**config.mk**
```make
export PLATFORM = sky130hd
export DESIGN_NAME = alu
export DESIGN_NICKNAME = d
export VERILOG_FILES = /design/src/rtl/alu.sv
export SDC_FILE = /design/constraint.sdc
export NUM_CORES = 1
export LEC_CHECK = 0
export CAP_MARGIN = 0
export CORE_MARGIN = 5
export CORE_UTILIZATION = 40
export CTS_BUF_LIST = sky130_fd_sc_hd__clkbuf_8
export DETAILED_ROUTE_END_ITERATION = 10
export HOLD_SLACK_MARGIN = 0.12
export PLACE_DENSITY = 0.76
export SLEW_MARGIN = 0
export SYNTH_ARGS = -nofsm -noshare
export SYNTH_HDL_FRONTEND = slang
export SYNTH_SLANG_ARGS = --single-unit
```
**constraint.sdc**
```tcl
create_clock -name clk -period 2.5 [get_ports clk]
set_input_delay 0.5 -clock clk [delete_from_list [all_inputs] [get_ports clk]]
set_output_delay 0.5 -clock clk [all_outputs]
set_load 0.005 [all_outputs]
```
**src/rtl/alu.sv**
```systemverilog
// Registered WIDTH-bit ALU: eight ops selected by op, one-cycle latency.
// Outputs y, carry (carry/borrow/shift-out) and zero (y == 0) update on each rising edge.
module alu #(
    parameter int unsigned WIDTH = 8
) (
    input  logic             clk,
    input  logic             rst,
    input  logic [WIDTH-1:0] a,
    input  logic [WIDTH-1:0] b,
    input  logic [2:0]       op,
    output logic [WIDTH-1:0] y,
    output logic             carry,
    output logic             zero
);

    localparam logic [2:0] OpAdd = 3'b000;
    localparam logic [2:0] OpSub = 3'b001;
    localparam logic [2:0] OpAnd = 3'b010;
    localparam logic [2:0] OpOr  = 3'b011;
    localparam logic [2:0] OpXor = 3'b100;
    localparam logic [2:0] OpNot = 3'b101;
    localparam logic [2:0] OpShl = 3'b110;
    localparam logic [2:0] OpShr = 3'b111;

    logic [WIDTH:0]   sum;
    logic [WIDTH:0]   diff;
    logic [WIDTH-1:0] y_d;
    logic             carry_d;
    logic             zero_d;

    // Widened by one bit so the top bit is the carry-out or the borrow.
    assign sum  = {1'b0, a} + {1'b0, b};
    assign diff = {1'b0, a} - {1'b0, b};

    always_comb begin
        y_d     = '0;
        carry_d = 1'b0;
        unique case (op)
            OpAdd: begin
                y_d     = sum[WIDTH-1:0];
                carry_d = sum[WIDTH];
            end
            OpSub: begin
                y_d     = diff[WIDTH-1:0];
                carry_d = diff[WIDTH];
            end
            OpAnd: y_d = a & b;
            OpOr:  y_d = a | b;
            OpXor: y_d = a ^ b;
            OpNot: y_d = ~a;
            OpShl: begin
                y_d     = {a[WIDTH-2:0], 1'b0};
                carry_d = a[WIDTH-1];
            end
            OpShr: begin
                y_d     = {1'b0, a[WIDTH-1:1]};
                carry_d = a[0];
            end
            default: begin
                y_d     = '0;
                carry_d = 1'b0;
            end
        endcase
        zero_d = (y_d == '0);
    end

    always_ff @(posedge clk) begin
        if (rst) begin
            y     <= '0;
            carry <= 1'b0;
            zero  <= 1'b1;
        end else begin
            y     <= y_d;
            carry <= carry_d;
            zero  <= zero_d;
        end
    end

endmodule

```
==> impl_metrics.csv <==
group,metric,value,unit
setup_path,crit_start,"b[2]",
clock_tree,cts.htree.levels,1,
layout,syn_to_final_growth,60.66,%
floorplan,die_h,73.75,µm
sta,final-setup-viol-count,0,
drt,vias_per_cell,5.352,
clock_tree,cts-root-buf,"clkbuf_8",
flow_run,maxCapViolations,0,
clock_tree,cts_buffers,3,
worst_hold_path,min_to,"carry$_SDFF_PP0_",
grt,gr-total-overflow,0,
floorplan,rows,23,
logic_synthesis,seq_area_frac_synth,12.32,%
placement,dp_hpwl,3594,µm
logic_synthesis,yosysWarnings,0,
drt,ant_nets,0,
clock_tree,path_clk_slew,40,ps
layout,final_common_cell,"buf_4",
worst_hold_path,hp-start,"a[0]",
logic_synthesis,ys_types,59,
grt,grt_max_degree,25,
setup_path,crit_path_end_kind,"flop",
grt,antenna_found_initial,0,
floorplan,dieWidth,73.75,µm
clock_tree,cts_max_path_buffers,2,
drt,drc_errors,0,
power_and_ir_drop,p_leak,1.191,nW
logic_synthesis,syn_inst,213,
layout,final_util,65.75,%
drt,wl_per_cell,13.91,µm
grt,track_usage,18.91,%
layout,postLayoutCellArea,2611,µm²
layout,drive_gt1_share,38.46,%
floorplan,start_util,40.93,%
run_status,status,"finished, final reports clean",
clock_tree,numClockSinks,10,
power_and_ir_drop,powerDensity,319.8,nW/µm²
drt,wl,4854,µm
logic_synthesis,synth_area_leaders,"ha_1 18%, dfxtp_1 12%, a21oi_1 5.5%",
floorplan,io_pins,31,
logic_synthesis,async_flop_share,0,%
layout,diodes,0,
sta,hold_ws,923.9,ps
logic_synthesis,synth-main-ff-cell,"dfxtp_1",
floorplan,core_area,3971,µm²
placement,place.gp.congestion,0.9892,
layout,nFillCells,321,
setup_path,arrival,2560,ps
placement,dpl_cell_area,2367,µm²
worst_hold_path,hp-class,"in2reg",
placement,port_buffers,30,
setup_path,crit_fanout,3,
setup_path,cp.required,2620,ps
logic_synthesis,syn_area_per_cell,7.631,µm²
logic_synthesis,yosys.area.top_type,"ha_1",
grt,grt_pass1_vias,1853,
sta,slew_headroom,77.54,%
logic_synthesis,synth.ff_latch_count,10,
drt,dr.pass1.iters,5,
worst_hold_path,hold_depth,6,
logic_synthesis,synth_top_area_share,18.48,%
drt,via_count,1868,
sta,worst_pin_slew,335.6,ps
grt,grt_pass1_wl,8238,µm
sta,post-route-min-period,2442,ps
power_and_ir_drop,peakVddDrop,145.8,µV
sta,fin_crit_sh,97.68,%
logic_synthesis,syn-num-nets,260,
sta,max_clock_freq,409.5,MHz
sta,finalMaxSlewViolations,0,
sta,finalHoldViolCount,0,
setup_path,critPathKind,"in2reg",
layout,final_cell_mix,"61 x buf_4, 18 x nor2_1, 18 x clkdlybuf4s50_1",
setup_path,cp-start-kind,"input pin",
clock_tree,cts_tree,"done",
floorplan,die_area,5438,µm²
logic_synthesis,synth_edf_count,0,
layout,final_nets,348,
logic_synthesis,synth_area,1625,µm²
drt,drt_iter0_markers,100,
synth_stat cells (3+ instances only):
| cell | instances |
|---|---|
| nand2_1 | 15 |
| nor2b_1 | 3 |
| a211oi_1 | 4 |
| nand3_1 | 7 |
| nand2b_1 | 6 |
| o21ai_0 | 8 |
| nor2_1 | 21 |
| a31oi_1 | 3 |
| dfxtp_1 | 10 |
| buf_2 | 7 |
| o211ai_1 | 3 |
| inv_1 | 21 |
| ha_1 | 24 |
| nor3_1 | 4 |
| xnor2_1 | 5 |
| a21oi_1 | 18 |
metrics by stage:
step           setup WS (ps)  power, mW  instances  TNS (ps)
2_1_floorplan          32.97     0.4161        213         0
3_3_place_gp          -564.5     0.6188        337     -2227
3_5_place_dp          -628.6     0.6276        337     -2557
4_1_cts                10.35     0.8223        349         0
5_1_grt               -1.438     0.8945        349    -1.438
6_report               58.00     0.8350        349         0
how the worst max path moves through the flow:
stage                     depth (start not counted)              end
after floorplan                                  11  zero$_SDFF_PP1_
after global placement                           12  zero$_SDFF_PP1_
after detailed placement                         12  zero$_SDFF_PP1_
after CTS                                         9  zero$_SDFF_PP1_
after global routing                             11  zero$_SDFF_PP1_
final                                            11  zero$_SDFF_PP1_
cells by family (layout without fill, tap and decap cells):
logic type,after synthesis,after routing,synth area share [%]
AOI/OAI and AO/OA,65,65,29.10
DFF,10,10,12.32
xor gates and xnor gates,6,6,3.233
muxes,5,5,4.926
and+or+nand+nor,66,66,20.17
buffers and inverters,35,121,9.315
adders and majority gates,26,26,20.94
worst max-delay path, stage by stage:
cell and delay (ps):
dlygate4sd2_1 260, inv_2 80, ha_4 200, buf_4 140, a211oi_2 250, nor3_1 110
o31ai_2 280, xnor2_1 120, a32o_2 250, and4b_1 180, a31o_1 190
report_power, final:
part | total [mW] | switching (mW) | internal, mW
combinational | 0.498 | 0.225 | 0.272
sequential | 0.179 | 0.00395 | 0.175
clock | 0.158 | 0.0533 | 0.105
total | 0.835 | 0.283 | 0.552
area by class of cell:
type	count	area, µm²	share of cell area, %
Timing Repair Buffer	94	797.0	30.52
Inverter	24	93.84	3.594
Multi-Input combinational cell	168	1416	54.24
Clock buffer	3	41.29	1.581
Tap cell	50	62.56	2.396
Sequential cell	10	200.2	7.667
metal layers:
layer	share of wire [%]	global-route usage, %
met5	0	0
met4	2.1	7.445
met3	6.9	2.599
met2	49	33.56
met1	42	22.67
repair_timing:
action                     CTS  global route
hold buffers                 0             0
buffers inserted             9             0
pin swaps                    8             8
resized for setup           44            18
setup endpoints to repair    6             2
registers in the layout, indices dropped and copies added, names as in the netlist:
| name | cells |
|---|---|
| carry | 1 |
| y | 8 |
| zero | 1 |
Power figures use the tool's default switching activity.
